`config.mk`:
```
export PLATFORM = sky130hd
export DESIGN_NAME = chip8_decode_pipe
export DESIGN_NICKNAME = d
export VERILOG_FILES = /design/src/rtl/chip8_decode_pipe.sv
export SDC_FILE = /design/constraint.sdc
export NUM_CORES = 1
export LEC_CHECK = 0
export BUFFER_PORTS_ARGS = -buffer_cell sky130_fd_sc_hd__buf_4
export CAP_MARGIN = 20
export CORE_UTILIZATION = 35
export CTS_CLUSTER_SIZE = 20
export DETAILED_ROUTE_END_ITERATION = 8
export MAX_ROUTING_LAYER = met4
export PLACE_DENSITY = 0.7
export RECOVER_POWER = 50
export SLEW_MARGIN = 30
export SYNTH_ARGS = -nofsm -noshare
export SYNTH_HDL_FRONTEND = slang
export SYNTH_SLANG_ARGS = --single-unit
```
`constraint.sdc`:
```
create_clock -name clk -period 1.7 [get_ports clk]
set_clock_uncertainty 0.15 [all_clocks]
set_input_delay 0.085 -clock clk [delete_from_list [all_inputs] [get_ports clk]]
set_output_delay 0.085 -clock clk [all_outputs]
set_load 0.03 [all_outputs]
```
`src/rtl/chip8_decode_pipe.sv`:
```
// Handshaked CHIP-8 / SUPER-CHIP decoder with a registered output stage and a 1-entry skid buffer.
// Optional saturating illegal-entry counter is enabled with macro DECODE_ILLEGAL_CNT_EN.
module chip8_decode_pipe #(
  parameter int ADDR_W = 12,
  parameter int OPC_W  = 6,
  parameter int SCHIP  = 0
) (
  input  logic              clk,
  input  logic              rst,
  input  logic              flush,
  input  logic              in_valid,
  output logic              in_ready,
  input  logic [15:0]       instruction,
  input  logic [ADDR_W-1:0] in_pc,
  output logic              out_valid,
  input  logic              out_ready,
  output logic [OPC_W-1:0]  decode,
  output logic              illegal,
  output logic [ADDR_W-1:0] pc_out,
  output logic [ADDR_W-1:0] addr_out,
  output logic [3:0]        x,
  output logic [3:0]        y,
  output logic [3:0]        nib,
`ifdef DECODE_ILLEGAL_CNT_EN
  output logic [15:0]       illegal_cnt,
`endif
  output logic [7:0]        val
);

  typedef struct packed {
    logic [15:0]       ins;
    logic [ADDR_W-1:0] pc;
    logic [5:0]        cls;
  } entry_t;

  entry_t out_q, out_d, skid_q, skid_d, in_entry;
  logic   out_vld_q, out_vld_d, skid_vld_q, skid_vld_d;

  function automatic logic [5:0] decode_class(input logic [15:0] ins);
    logic [5:0] c;
    logic       sc;
    sc = (SCHIP != 0);
    c  = 6'd0;
    case (ins[15:12])
      4'h0: begin
        if (ins == 16'h00E0)                                c = 6'd1;
        else if (ins == 16'h00EE)                           c = 6'd2;
        else if (sc && ins[15:4] == 12'h00C)                c = 6'd36;
        else if (sc && ins[15:8] == 8'h00 && ins[7:0] >= 8'hFB)
          c = 6'd37 + 6'(ins[7:0] - 8'hFB);
        else                                                c = 6'd31;
      end
      4'h1: c = 6'd3;
      4'h2: c = 6'd4;
      4'h3: c = 6'd5;
      4'h4: c = 6'd6;
      4'h5: c = (ins[3:0] == 4'h0) ? 6'd7 : 6'd0;
      4'h6: c = 6'd8;
      4'h7: c = 6'd9;
      4'h8: begin
        case (ins[3:0])
          4'h0, 4'h1, 4'h2, 4'h3, 4'h4, 4'h5, 4'h6, 4'h7: c = 6'd10 + {2'b00, ins[3:0]};
          4'hE:    c = 6'd18;
          default: c = 6'd0;
        endcase
      end
      4'h9: c = (ins[3:0] == 4'h0) ? 6'd19 : 6'd0;
      4'hA: c = 6'd20;
      4'hB: c = 6'd21;
      4'hC: c = 6'd22;
      4'hD: c = (sc && ins[3:0] == 4'h0) ? 6'd42 : 6'd23;
      4'hE: begin
        case (ins[7:0])
          8'h9E:   c = 6'd24;
          8'hA1:   c = 6'd25;
          default: c = 6'd0;
        endcase
      end
      4'hF: begin
        case (ins[7:0])
          8'h07:   c = 6'd26;
          8'h0A:   c = 6'd27;
          8'h15:   c = 6'd28;
          8'h18:   c = 6'd29;
          8'h1E:   c = 6'd30;
          8'h29:   c = 6'd32;
          8'h33:   c = 6'd33;
          8'h55:   c = 6'd34;
          8'h65:   c = 6'd35;
          8'h30:   c = sc ? 6'd43 : 6'd0;
          8'h75:   c = sc ? 6'd44 : 6'd0;
          8'h85:   c = sc ? 6'd45 : 6'd0;
          default: c = 6'd0;
        endcase
      end
      default: c = 6'd0;
    endcase
    return c;
  endfunction

  always_comb begin
    in_entry.ins = instruction;
    in_entry.pc  = in_pc;
    in_entry.cls = decode_class(instruction);
  end

  // Skid only fills when the output stage is held; it always drains before new input is taken.
  always_comb begin
    out_d      = out_q;
    out_vld_d  = out_vld_q;
    skid_d     = skid_q;
    skid_vld_d = skid_vld_q;
    if (flush) begin
      out_d      = '0;
      out_vld_d  = 1'b0;
      skid_d     = '0;
      skid_vld_d = 1'b0;
    end else if (!out_vld_q || out_ready) begin
      if (skid_vld_q) begin
        out_d      = skid_q;
        out_vld_d  = 1'b1;
        skid_vld_d = 1'b0;
      end else if (in_valid) begin
        out_d     = in_entry;
        out_vld_d = 1'b1;
      end else begin
        out_vld_d = 1'b0;
      end
    end else if (in_valid && !skid_vld_q) begin
      skid_d     = in_entry;
      skid_vld_d = 1'b1;
    end else begin
      skid_vld_d = skid_vld_q;
    end
  end

  always_ff @(posedge clk or negedge rst) begin
    if (!rst) begin
      out_q      <= '0;
      out_vld_q  <= 1'b0;
      skid_q     <= '0;
      skid_vld_q <= 1'b0;
    end else begin
      out_q      <= out_d;
      out_vld_q  <= out_vld_d;
      skid_q     <= skid_d;
      skid_vld_q <= skid_vld_d;
    end
  end

  assign in_ready  = !skid_vld_q;
  assign out_valid = out_vld_q;
  assign decode    = OPC_W'(out_q.cls);
  assign illegal   = out_vld_q && (out_q.cls == 6'd0);
  assign pc_out    = out_q.pc;
  assign addr_out  = ADDR_W'(out_q.ins[11:0]);
  assign x         = out_q.ins[11:8];
  assign y         = out_q.ins[7:4];
  assign nib       = out_q.ins[3:0];
  assign val       = out_q.ins[7:0];

`ifdef DECODE_ILLEGAL_CNT_EN
  logic [15:0] cnt_q, cnt_d;

  always_comb begin
    cnt_d = cnt_q;
    if (!flush && out_vld_q && out_ready && out_q.cls == 6'd0 && cnt_q != 16'hFFFF) begin
      cnt_d = cnt_q + 16'd1;
    end else begin
      cnt_d = cnt_q;
    end
  end

  always_ff @(posedge clk or negedge rst) begin
    if (!rst) begin
      cnt_q <= 16'd0;
    end else begin
      cnt_q <= cnt_d;
    end
  end

  assign illegal_cnt = cnt_q;
`endif

endmodule

```
# After elaboration in Yosys (flattened, before gate mapping)
# Cells that the tools add are included.
[totals] regBits=62 inputBits=33 out_inout_bits=53 elab_cells=83
[op_classes] add_sub_neg=1 n_eq_ne=37 muxes=22 reduce_logical=15
[op_table] operator="30-bit 2-to-1 mux" n=7
[op_table] operator="6-bit case mux with 16 select lines" n=1
[op_table] operator="6-bit case mux with 9 select lines" n=1
[op_table] operator="4-bit equality test (second input constant)" n=9
[op_table] operator="16-bit by 8-bit equality test with 1-bit output (second input constant)" n=2
[op_table] operator="4-bit by 3-bit equality test with 1-bit output (second input constant)" n=8
[op_table] operator="8-bit by 5-bit equality test with 1-bit output (second input constant)" n=3
[op_table] operator="5-bit case mux with 2 select lines" n=2
[op_table] operator="4-bit by 2-bit equality test with 1-bit output (second input constant)" n=4
[op_table] operator="8-bit by 6-bit equality test with 1-bit output (second input constant)" n=2
[op_table] operator="8-bit by 7-bit equality test with 1-bit output (second input constant)" n=2
[op_table] operator="8-bit equality test (second input constant)" n=2
[op_table] operator="5-bit 2-to-1 mux" n=3
[op_table] operator="4-bit by 1-bit equality test with 1-bit output (second input constant)" n=2
[op_table] operator="8-bit by 3-bit equality test with 1-bit output (second input constant)" n=1
[op_table] operator="8-bit by 4-bit equality test with 1-bit output (second input constant)" n=1
[op_table] operator="4-bit logical NOT" n=2
[op_table] operator="8-bit OR reduction" n=1
[op_table] operator="1-bit 2-to-1 mux" n=7
[op_table] operator="6-bit logical NOT" n=1
[op_table] operator="3-bit nonzero test" n=2
[op_table] operator="4-bit by 4-bit adder with 5-bit output (first input constant)" n=1
[op_table] operator="2-bit AND reduction" n=2
[op_table] operator="2-bit nonzero test" n=2
[op_table] operator="5 further kinds" n=7

# Logic depth before layout (Yosys ltp)
# Gate-level depths: netlist of the first run.
[depth] depth_word=8 ltp_mapped=8 ltp_nobuf=7

# Worst setup path before layout of the first run
# Ideal clock, no wire load.
[synth_path] kind="register -> register" start="register skid_vld_q" end="register skid_q[24] in the netlist's numbering" setup_ns=0.078 arrival_time_ns=1.619 required_ns=1.472 slack_ns=-0.147 stages_incl_launch_ff=8 n_path_buf=3 synth_period_minus_slack_ns=1.847 path_cell_list="dfrtp_1 > buf_2 > inv_1 > and3_1 > clkbuf_1 > clkbuf_1 > nand2_1 > a21oi_1"
[synth_via] elab_chain_len=4
[synth_rtl] element="from (decl)" line="37" source="logic out_vld_q, out_vld_d, skid_vld_q, skid_vld_d;"
[synth_rtl] element="from (signal assigned)" line="147" source="skid_vld_q <= skid_vld_d;"
[synth_rtl] element="1-bit logical NOT"
[synth_rtl] element="via in_ready" line="12" source="output logic in_ready,"
[synth_rtl] element="1-bit logical AND" line="129" source="end else if (in_valid && !skid_vld_q) begin"
[synth_rtl] element="2-bit nonzero test (no line)"
[synth_rtl] element="2-bit AND reduction (no line)"
[synth_rtl] element="to (signal assigned)" line="146" source="skid_q <= skid_d;"
[synth_rtl] element="to (decl)" line="36" source="entry_t out_q, out_d, skid_q, skid_d, in_entry;"
# The timed path passes the listed nets, and every way through them passes these cells.
# A chain may end at the register's enable or synchronous reset.

# Final worst setup path of the first run
[layout_path] start="input instruction[9]" end="register out_q (netlist bit decode[4])"
[layout_via] elab_chain_len=8 elab_cells_between_ends=9 cone_classes="eq/ne (2); mux (7)"
[layout_rtl] element="from (decl)" line="13" source="input logic [15:0] instruction,"
[layout_rtl] element="16-bit by 8-bit equality test with 1-bit output" line="47" source="else if (ins == 16'h00EE) c = 6'd2;"
[layout_rtl] element="5-bit 2-to-1 mux" line="47"
[layout_rtl] element="5-bit 2-to-1 mux *" line="46" source="if (ins == 16'h00E0) c = 6'd1;"
[layout_rtl] element="6-bit case mux with 16 select lines *" line="44" source="case (ins[15:12])"
[layout_rtl] element="30-bit 2-to-1 mux *" line="123" source="end else if (in_valid) begin"
[layout_rtl] element="30-bit 2-to-1 mux *" line="119" source="if (skid_vld_q) begin"
[layout_rtl] element="30-bit 2-to-1 mux *" line="118" source="end else if (!out_vld_q || out_ready) begin"
[layout_rtl] element="30-bit 2-to-1 mux *" line="113" source="if (flush) begin"
[layout_rtl] element="to (signal assigned)" line="144" source="out_q <= out_d;"
[layout_rtl] element="to (decl)" line="36"
# Mark *: on every way between the ends. The rest lies on a longest branch, timed or not. The select of a mux whose other input is x is not followed.

==> reports/results.ini, run 1 <==
[timing]
relSlewSlack = 0.420
fin_ws_ns = 0.0524
drv_slew = 0
setup_viol = 0
hold_violations = 0
hold_ws_ns = 0.0261
tns_ns = 0
rsz0062_at_grt = yes
fmax_mhz = 607
post-route-min-period_ns = 1.65
worst_pin_slew_ns = 0.871
period_share = 0.969

[route]
drt_iter0_markers = 134
drt_wl_total_um = 9410
avgViaCountPerCell = 5.09
num_vias = 3280
postRouteAntennaNets = 0
drc_errors = 0
dr.pass1.iters = 4
routedWlPerCell_um = 14.6

[clocking]
root_buffer = clkbuf_8
cts_buffers = 9
clk_latency_ns = 0.34
clkTransAtPathRegs_ns = 0.07
cts_tree = built
cts_max_level = 3
cts_num_sinks = 62
postCtsSetupBuffers = 0
ctsLongestPathBuffers = 2

[place]
place_area_um2 = 4520
dp_cells = 606
gp_congestion = 0.865
place_hpwl_um = 6640
pre_cts_ws_ns = -0.165
port_buffers = 85

[synth]
synth_seq_cells = 62
synth_edf_count = 0
synth-main-ff-cell = dfrtp_1
ys_seq_area_frac = 0.428
ys_types = 59
synthArstFlopShare = 1.00
yosys_warnings = 0
synth_area_per_cell_um2 = 9.20
netlist_instances = 394
synth.largest_area_cell = dfrtp_1
synth_top_area_frac = 0.428
synth_area_leaders = dfrtp_1 (43%), mux2i_1 (6.6%), nand2_1 (5.8%)
synth_fp_nets = 428
netlist_area_um2 = 3620

[die]
die_area_um2 = 10800
fp.coreArea_um2 = 9910
ioPinCount = 86
start_util = 0.366
die_h_um = 104
die_w_um = 104
rows = 36

[global_routing]
grt_max_degree = 48
grt_use_met1 = 0.238
antenna_found_initial = 0
grt_pass1_wl_um = 15800
top_usage_layer = met2
overflow = 0
grt_pass1_vias = 3229
gr-usage-met3 = 0.0409
gr-usage-met2 = 0.293
grtUsageTotal = 0.186

[setup_path]
cp_top_family = buffers and inverters
criticalPathCategory = in2reg
cp.arrival_ns = 1.71
cp_slowest_stage_delay_ns = 0.54
worstPathMaxFanout = 3
ff2ff_path_depth = 6
r2r_slack_ns = 0.08
crit_required_ns = 1.77
r2r-end = addr_out[7]
cp-start-kind = input port
cp.buffers_inverters = 2
cp_slowest_cell = dlygate4sd3_1
worstReg2RegStart = out_valid
crit_chain = dlygate4sd3_1 -> buf_4 -> nor2_4 -> and4_1 -> and3_4 -> nor2_1 -> a221oi_2 -> nor3_2
endpoint_kind = flip-flop

[cells_and_area]
nets = 540
antenna_cells = 0
fin_area_um2 = 4890
fillerInstances = 975
area_growth_pct = 34.9
final_cells = 644
multi_input_area_um2 = 1790
final_util = 0.493
layout_common_cells = buf_4 (104), dfrtp_1 (60), nand2_1 (56)
mostFrequentLayoutCell = buf_4
drive_gt1_frac = 0.299
ff_latch_area_um2 = 1550

[status]
status = finished clean

[power_and_ir_drop]
leakagePower_nw = 2.11
vdd_drop_max_mv = 0.339
p_per_area_nw_per_um2 = 779
power.total_mw = 3.81

[flow_run]
cap_violations = 0

[min_path]
hold_path_class = in2reg
worstHoldPathCells = 4
worstHoldEndpoint = skid_q[23]
min_from = instruction[5]

-- worst max path at each step --
stage               depth (start not counted)      startpoint  slack (ns)     endpoint
floorplan                                   6       out_valid        0.01   skid_q[24]
global placement                            7  instruction[3]       -0.18    decode[1]
detailed placement                          7  instruction[3]       -0.17    decode[1]
CTS                                         8  instruction[9]      0.0007    decode[4]
global route                                6       out_valid       -0.02  addr_out[7]
finish                                      8  instruction[9]        0.05    decode[4]
-- kinds of logic after synthesis --
| family | share of synthesized area |
|---|---|
| AND/OR/NAND/NOR | 0.231 |
| AO/OA/AOI/OAI | 0.173 |
| flip-flops | 0.428 |
| buffers and inverters | 0.0936 |
| multiplexers | 0.0663 |
| XOR/XNOR | 0.00484 |
| adder cells (fa/ha/maj) | 0.00345 |
-- power breakdown --
| group | internal (mW) | leakage, nW | switching [mW] |
|---|---|---|---|
| Combinational | 0.366 | 1.18 | 0.562 |
| Sequential | 1.55 | 0.831 | 0.0577 |
| Clock | 0.713 | 0.0964 | 0.557 |
| Total | 2.63 | 2.11 | 1.18 |
-- synth_stat cells (2+ instances only) --
cell / instances
and4_1: 2
nor4_1: 3
a22o_1: 3
nor3_1: 3
and3_1: 3
a221oi_1: 2
nand3b_1: 2
a211oi_1: 27
nand3_1: 7
o211ai_1: 4
nor2b_1: 4
nor2_1: 44
buf_4: 23
nor4bb_1: 3
nand2b_1: 3
nor3_2: 3
nand4_1: 2
a21oi_1: 34
and2b_1: 2
buf_2: 7
mux2i_1: 24
a211o_1: 2
dfrtp_1: 62
inv_1: 5
buf_6: 3
a31oi_1: 5
clkbuf_1: 21
o21ai_0: 2
nor3b_2: 2
nand2_1: 56
nor4b_2: 3
-- layer usage --
metal  up-vias  wire length [um]
met2        85              4550
met5         -                 0
li1       1617                 -
met3        14               409
met4         0               135
met1      1564              4320
-- what timing repair did --
item | CTS | global route
resized for setup | 0 | 12
hold endpoints to repair | 105 | 0
hold buffers | 22 | 0
endpoints found under the setup margin | 0 | 27
-- worst reg2reg max path, stage by stage (launching register included) --
cell and delay, ns:
dfrtp_2 0.43, nor2b_1 0.17, buf_4 0.15, nor2_4 0.11
buf_12 0.21, nor2_1 0.07, a211oi_1 0.23
-- registers in the layout, indices dropped and copies added (netlist names) --
| register | count |
|---|---|
| skid_q | 30 |
| addr_out | 12 |
| pc_out | 12 |
| decode | 6 |
| out_valid | 1 |
| skid_vld_q | 1 |
-- cell type report --
cell class	count	area share
clock inverters	4	0.00973
multi-input cells	273	0.365
repair buffers	155	0.239
flip-flops and latches	62	0.318
inverters	5	0.00461
well taps	133	0.0340
clock buffers	12	0.0297
(Power assumes the default switching activity.)
==> inputs of run 2 (changes only) <==
--- a/config.mk
+++ b/config.mk
@@ -11,7 +11,7 @@
 export CTS_CLUSTER_SIZE = 20
 export DETAILED_ROUTE_END_ITERATION = 8
 export MAX_ROUTING_LAYER = met4
-export PLACE_DENSITY = 0.7
+export PLACE_DENSITY = 0.55
 export RECOVER_POWER = 50
 export SLEW_MARGIN = 30
 export SYNTH_ARGS = -nofsm -noshare
==> run 2 against run 1 <==
Effect of this change:
- clock-buffer cell count is the same
- via count grew 0.18%
- maximum frequency grew 1.4%
- critical path depth shrank 3
- hold slack lost 0.0030 ns
- global-route usage grew 0.59 points
- final area shrank 0.15%
- final cell count grew 0.93%
- power shrank 3.6%
- critical path type unchanged
- critical endpoint is now skid_vld_q
- largest cell class unchanged
- highest routed layer unchanged
==> reports/results.ini, run 2 (same netlist as run 1, synthesis figures left out) <==
[status]
status = finished clean

[setup_path]
worstPathMaxFanout = 38  ; +35
cp_common_cell = dlygate4sd3_1
cp_slowest_cell = dlygate4sd3_1
criticalPathCategory = in2reg
cp.arrival_ns = 1.74  ; +0.03 ns
endpoint_kind = flip-flop
crit_required_ns = 1.81  ; +0.04 ns
cp_slowest_stage_delay_ns = 0.60  ; +0.06 ns
cp-start-kind = input port
crit_chain = buf_4 -> dlygate4sd3_1 -> buf_12 -> nor3_1 -> dlygate4sd3_1
ff2ff_path_depth = 6  ; unchanged

[die]
start_util = 0.366  ; unchanged
fp.coreArea_um2 = 9910  ; unchanged
ioPinCount = 86  ; unchanged
die_h_um = 104  ; unchanged
die_w_um = 104  ; unchanged
die_area_um2 = 10800  ; unchanged
rows = 36  ; unchanged

[clocking]
cts_max_level = 3  ; unchanged
ctsLongestPathBuffers = 2  ; unchanged
cts_buffers = 9  ; unchanged
cts_num_sinks = 62  ; unchanged
root_buffer = clkbuf_8
cts_tree = built
postCtsSetupBuffers = 0  ; unchanged
clk_latency_ns = 0.33  ; about the same
clkTransAtPathRegs_ns = 0.07  ; about the same

[timing]
rsz0062_at_grt = no
relSlewSlack = 0.514  ; +0.0946
post-route-min-period_ns = 1.62  ; -0.0235 ns
hold_violations = 0  ; unchanged
period_share = 0.955  ; -0.0138
tns_ns = 0  ; unchanged
drv_slew = 0  ; unchanged
worst_pin_slew_ns = 0.726  ; -0.144 ns
setup_viol = 0  ; unchanged
fmax_mhz = 616  ; +1.4%

[global_routing]
top_usage_layer = met2
grt_use_met1 = 0.269  ; +0.0301
overflow = 0  ; unchanged
gr-usage-met2 = 0.289  ; -0.00431
grt_max_degree = 47  ; -2.1%
antenna_found_initial = 0  ; unchanged
grtUsageTotal = 0.192  ; +0.00586
grt_pass1_vias = 3134  ; -2.9%
gr-usage-met3 = 0.0308  ; -0.0101
grt_pass1_wl_um = 16100  ; +1.7%

[cells_and_area]
max_flop_register = skid_q
drive_gt1_frac = 0.286  ; -0.0131
fin_area_um2 = 4880  ; -0.15%
layout_common_cells = buf_4 (105), dfrtp_1 (60), nand2_1 (56)
antenna_cells = 0  ; unchanged
largest_register_ffs = 30  ; unchanged
area_growth_pct = 34.7
mostFrequentLayoutCell = buf_4
nets = 546  ; +1.1%

[power_and_ir_drop]
swShare = 0.324  ; +0.0143
p_switching_mw = 1.19  ; +0.87%
p_per_area_nw_per_um2 = 752  ; -3.4%
power.total_mw = 3.67  ; -3.6%
leakagePower_nw = 2.11  ; +0.12%
internal_power_mw = 2.48  ; -5.6%
seqPwrFrac = 0.437  ; +0.015
combPwrFrac = 0.252  ; +0.008
vdd_drop_max_mv = 0.328  ; -3.4%
clkPwrFrac = 0.311  ; -0.023

[min_path]
hold_path_class = in2reg
worstHoldPathCells = 4  ; unchanged

[route]
drt_wl_total_um = 9660  ; +2.6%
drc_errors = 0  ; unchanged
routedWlPerCell_um = 14.9  ; +1.6%
dr.pass1.iters = 5  ; +1
avgViaCountPerCell = 5.06  ; -0.74%
postRouteAntennaNets = 0  ; unchanged
num_vias = 3286  ; +0.18%
drt_iter0_markers = 152  ; +13%

[place]
place_hpwl_um = 6700  ; +0.80%
gp_congestion = 0.942  ; +8.9%
place_area_um2 = 4540  ; +0.50%
port_buffers = 85  ; unchanged

[flow_run]
cap_violations = 0  ; unchanged

run 2: area by class of cell:
class                           count  area (um^2)
Tap cell                          133          166
Timing Repair Buffer              161         1220
Clock inverter                      4         22.5
Inverter                            5         22.5
Multi-Input combinational cell    273         1750
Clock buffer                       12          145
Fill cell                         996         5030
Sequential cell                    62         1550
run 2: worst paths after layout:
kind | slack, ns | startpoint | end
min reg2reg | 0.36 | skid_q[3] | skid_q[3]
max reg2reg | 0.13 | out_valid | skid_q[23]
min in group asynchronous | 0.18 | rst | pc_out[9]
min | 0.02 | instruction[4] | skid_q[22]
max | 0.08 | flush | skid_vld_q
max in group asynchronous | 0.56 | rst | out_valid
run 2: worst max-delay path: cells and delay by family:
family / cells / cell delay [ns]
buffers and inverters: 4 / 1.47
AND/OR/NAND/NOR: 1 / 0.17
run 2: per-stage QoR:
stage | cells | hold WS (ns) | utilization | setup WS (ns)
finish | 650 | 0.0230 | 0.493 | 0.0759
global placement | 609 | -0.122 | 0.458 | -0.170
CTS | 650 | 0.00736 | 0.501 | 0.0484
global route | 650 | 0.0165 | 0.493 | 0.0230
detailed placement | 609 | -0.121 | 0.458 | -0.204
floorplan | 394 | -0.361 | - | 0.0103
run 2: repair_timing:
item,CTS,global route
resized for setup,0,5
hold buffers,25,0
endpoints found under the hold margin,99,0
endpoints found under the setup margin,0,22
run 2: layer usage:
metal	wire, um	up-vias	part of all wire
met2	4470	77	0.46
met4	88	0	0.0091
li1	-	1622	-
met3	363	8	0.038
met5	0	-	0
met1	4740	1579	0.49
run 2: power groups by stage:
stage | logic [mW] | registers [mW] | clock network [mW]
2_1_floorplan | 0.455 | 1.74 | 0
3_3_place_gp | 0.921 | 1.63 | 0
3_5_place_dp | 0.922 | 1.64 | 0
4_1_cts | 0.971 | 1.61 | 1.17
5_1_grt | 0.998 | 1.62 | 1.23
6_report | 0.924 | 1.61 | 1.14
==> inputs of run 3 (changes only) <==
--- a/config.mk
+++ b/config.mk
@@ -5,13 +5,14 @@
 export SDC_FILE = /design/constraint.sdc
 export NUM_CORES = 1
 export LEC_CHECK = 0
+export ABC_AREA = 1
 export BUFFER_PORTS_ARGS = -buffer_cell sky130_fd_sc_hd__buf_4
 export CAP_MARGIN = 20
 export CORE_UTILIZATION = 35
 export CTS_CLUSTER_SIZE = 20
 export DETAILED_ROUTE_END_ITERATION = 8
 export MAX_ROUTING_LAYER = met4
-export PLACE_DENSITY = 0.55
+export PLACE_DENSITY = 0.56
 export RECOVER_POWER = 50
 export SLEW_MARGIN = 30
 export SYNTH_ARGS = -nofsm -noshare
==> run 3 against run 2 <==
Effect of this change:
- final area decreased by 5.1%
- non-clock buffer count decreased by 33
- clock power increased by 20%
- largest cell class is now registers
==> reports/results.ini, run 3 <==
[setup_path]
cp.arrival_ns = 1.74  ; about the same
endpoint_kind = flip-flop
critPathLaunch = instruction[3]
worstPathMaxFanout = 7  ; -82%
worstReg2RegStart = out_valid
criticalPathCategory = in2reg
cp-start-kind = input port
r2r-end = decode[4]
ff2ff_path_depth = 10  ; +4
r2r_slack_ns = 0.13  ; about the same
crit_required_ns = 1.83  ; +0.02 ns

[die]
die_w_um = 101  ; -3.1%
ioPinCount = 86  ; unchanged
die_area_um2 = 10100  ; -6.1%
rows = 35  ; -2.8%
start_util = 0.364  ; -0.00147
fp.coreArea_um2 = 9330  ; -5.9%
die_h_um = 101  ; -3.1%

[synth]
synth.largest_area_cell = dfrtp_1
ys_seq_area_frac = 0.457  ; +0.0285
netlist_instances = 459  ; +16%
synth_fp_nets = 493  ; +15%
synth_area_leaders = dfrtp_1 (46%), nand2_1 (14%), o21ai_0 (11%)
netlist_area_um2 = 3400  ; -6.2%
ys_types = 28  ; -53%
synth_seq_cells = 62  ; unchanged
synthArstFlopShare = 1.00  ; unchanged
synth-main-ff-cell = dfrtp_1
yosys_warnings = 0  ; unchanged
synthTopCellsByCount = nand2_1 (123), o21ai_0 (75), dfrtp_1 (62), inv_1 (47), nand3_1 (43)
synth_top_area_frac = 0.457  ; +0.0285
synth_edf_count = 0  ; unchanged
synth_most_common_cell = nand2_1
synth_area_per_cell_um2 = 7.40  ; -20%

[timing]
relSlewSlack = 0.516  ; +0.00146
rsz0062_at_grt = yes
fmax_mhz = 621  ; +0.81%
hold_violations = 0  ; unchanged
post-route-min-period_ns = 1.61  ; -0.0131 ns
drv_slew = 0  ; unchanged
worst_pin_slew_ns = 0.726  ; +0.000204 ns
period_share = 0.948  ; -0.00769
setup_viol = 0  ; unchanged

[route]
dr.pass1.iters = 4  ; -1
drc_errors = 0  ; unchanged
num_vias = 3319  ; +1.0%
routedWlPerCell_um = 13.5  ; -9.0%
drt_wl_total_um = 9370  ; -3.0%
drt_iter0_markers = 117  ; -23%
postRouteAntennaNets = 0  ; unchanged
avgViaCountPerCell = 4.79  ; -5.3%

[status]
status = finished clean

[cells_and_area]
nets = 594  ; +8.8%
drive_gt1_frac = 0.250  ; -0.0363
max_flop_register = skid_q
final_util = 0.497  ; +0.00403
final_cells = 693  ; +6.6%
mostFrequentLayoutCell = nand2_1
antenna_cells = 0  ; unchanged
area_growth_pct = 36.4
layout_common_cells = nand2_1 (112), o21ai_0 (74), buf_4 (71)
largest_register_ffs = 30  ; unchanged

[clocking]
cts_num_sinks = 62  ; unchanged
cts_max_level = 3  ; unchanged
clkTransAtPathRegs_ns = 0.07  ; about the same
cts_buffers = 9  ; unchanged
ctsLongestPathBuffers = 2  ; unchanged
cts_tree = built
clk_latency_ns = 0.34  ; about the same
root_buffer = clkbuf_8

[power_and_ir_drop]
combPwrFrac = 0.215  ; -0.037
seqPwrFrac = 0.422  ; -0.015
internal_power_mw = 2.65  ; +6.6%
p_switching_mw = 1.13  ; -5.0%
vdd_drop_max_mv = 0.302  ; -7.8%
power.total_mw = 3.77  ; +2.8%
leakagePower_nw = 2.23  ; +5.5%
clkPwrFrac = 0.363  ; +0.052
swShare = 0.299  ; -0.0245
p_per_area_nw_per_um2 = 815  ; +8.4%

[place]
dp_cells = 651  ; +6.9%
gp_congestion = 0.906  ; -3.8%
place_hpwl_um = 6670  ; -0.41%
port_buffers = 85  ; unchanged

[global_routing]
overflow = 0  ; unchanged
grtUsageTotal = 0.200  ; +0.00780
grt_pass1_wl_um = 15300  ; -4.9%
grt_max_degree = 36  ; -23%
grt_pass1_vias = 3150  ; +0.51%
antenna_found_initial = 0  ; unchanged

[flow_run]
cap_violations = 0  ; unchanged

[min_path]
worstHoldPathCells = 5  ; +1
worstHoldEndpoint = skid_q[5]
hold_path_class = in2reg
min_from = instruction[12]

==> run 3: power groups by stage <==
stage	Clock, mW	Sequential [mW]	Combinational [mW]
2_1_floorplan	0	1.72	0.360
4_1_cts	1.41	1.60	0.814
3_5_place_dp	0	1.62	0.764
6_report	1.37	1.59	0.810
3_3_place_gp	0	1.62	0.761
5_1_grt	1.48	1.60	0.885
==> run 3: how the worst max path moves through the flow <==
stage / to / slack [ns] / cells past startpoint
2_1_floorplan: decode[1] / 0.06 / 10
4_1_cts: decode[3] / 0.005 / 15
6_report: decode[3] / 0.09 / 15
3_5_place_dp: pc_out[4] / 0.03 / 9
3_3_place_gp: skid_q[22] / 0.09 / 3
5_1_grt: decode[3] / -0.03 / 15
==> run 3: layer usage <==
layer / track usage / wire [um]
met1: 0.260 / 4320
met2: 0.319 / 4610
met3: 0.0298 / 344
met4: 0.0691 / 85
met5: - / 0
==> run 3: stage by stage <==
stage	hold slack [ns]	setup slack (ns)	cell area, um^2	setup TNS [ns]
6_report	0.0433	0.0889	4630	0
5_1_grt	0.0810	-0.0285	4630	-0.0888
2_1_floorplan	-0.361	0.0550	3400	0
4_1_cts	0.0199	0.00466	4570	0
3_3_place_gp	-0.119	0.0907	4110	0
3_5_place_dp	-0.119	0.0302	4110	0
==> run 3: timing repair <==
action | 4_1_cts | 5_1_grt
endpoints found under the setup margin | 1 | 44
hold buffers | 26 | 0
setup buffers | 0 | 2
gates resized for setup | 1 | 53
endpoints found under the hold margin | 102 | 0
pin swaps | 0 | 14
==> run 3: logic make-up after synthesis <==
| family | Yosys count | synth area share |
|---|---|---|
| adder cells (fa/ha/maj) | 1 | 0.00368 |
| AND/OR/NAND/NOR | 213 | 0.268 |
| buffers and inverters | 88 | 0.125 |
| multiplexers | 2 | 0.00589 |
| flip-flops | 62 | 0.457 |
| AO/OA/AOI/OAI | 93 | 0.141 |
==> run 3: area by class of cell <==
cell class | count | area [um^2]
repair buffers | 128 | 977
inverters | 50 | 203
multi-input cells | 309 | 1540
well taps | 129 | 161
clock buffers | 10 | 128
fillers | 993 | 4700
flip-flops and latches | 62 | 1550
clock inverters | 5 | 75.1
==> run 3: worst max-delay path, cell delays in order <==
cell and delay (ns):
dlygate4sd3_1 0.56, buf_6 0.15, inv_2 0.08, nand2_2 0.07
inv_2 0.07, nand2_1 0.06, nor2_2 0.14, nor2_1 0.06
nand2_1 0.07, nand2_2 0.06, nand3_1 0.07, nand2_1 0.08
nand2_1 0.09, nand2_1 0.05, nand2_1 0.06
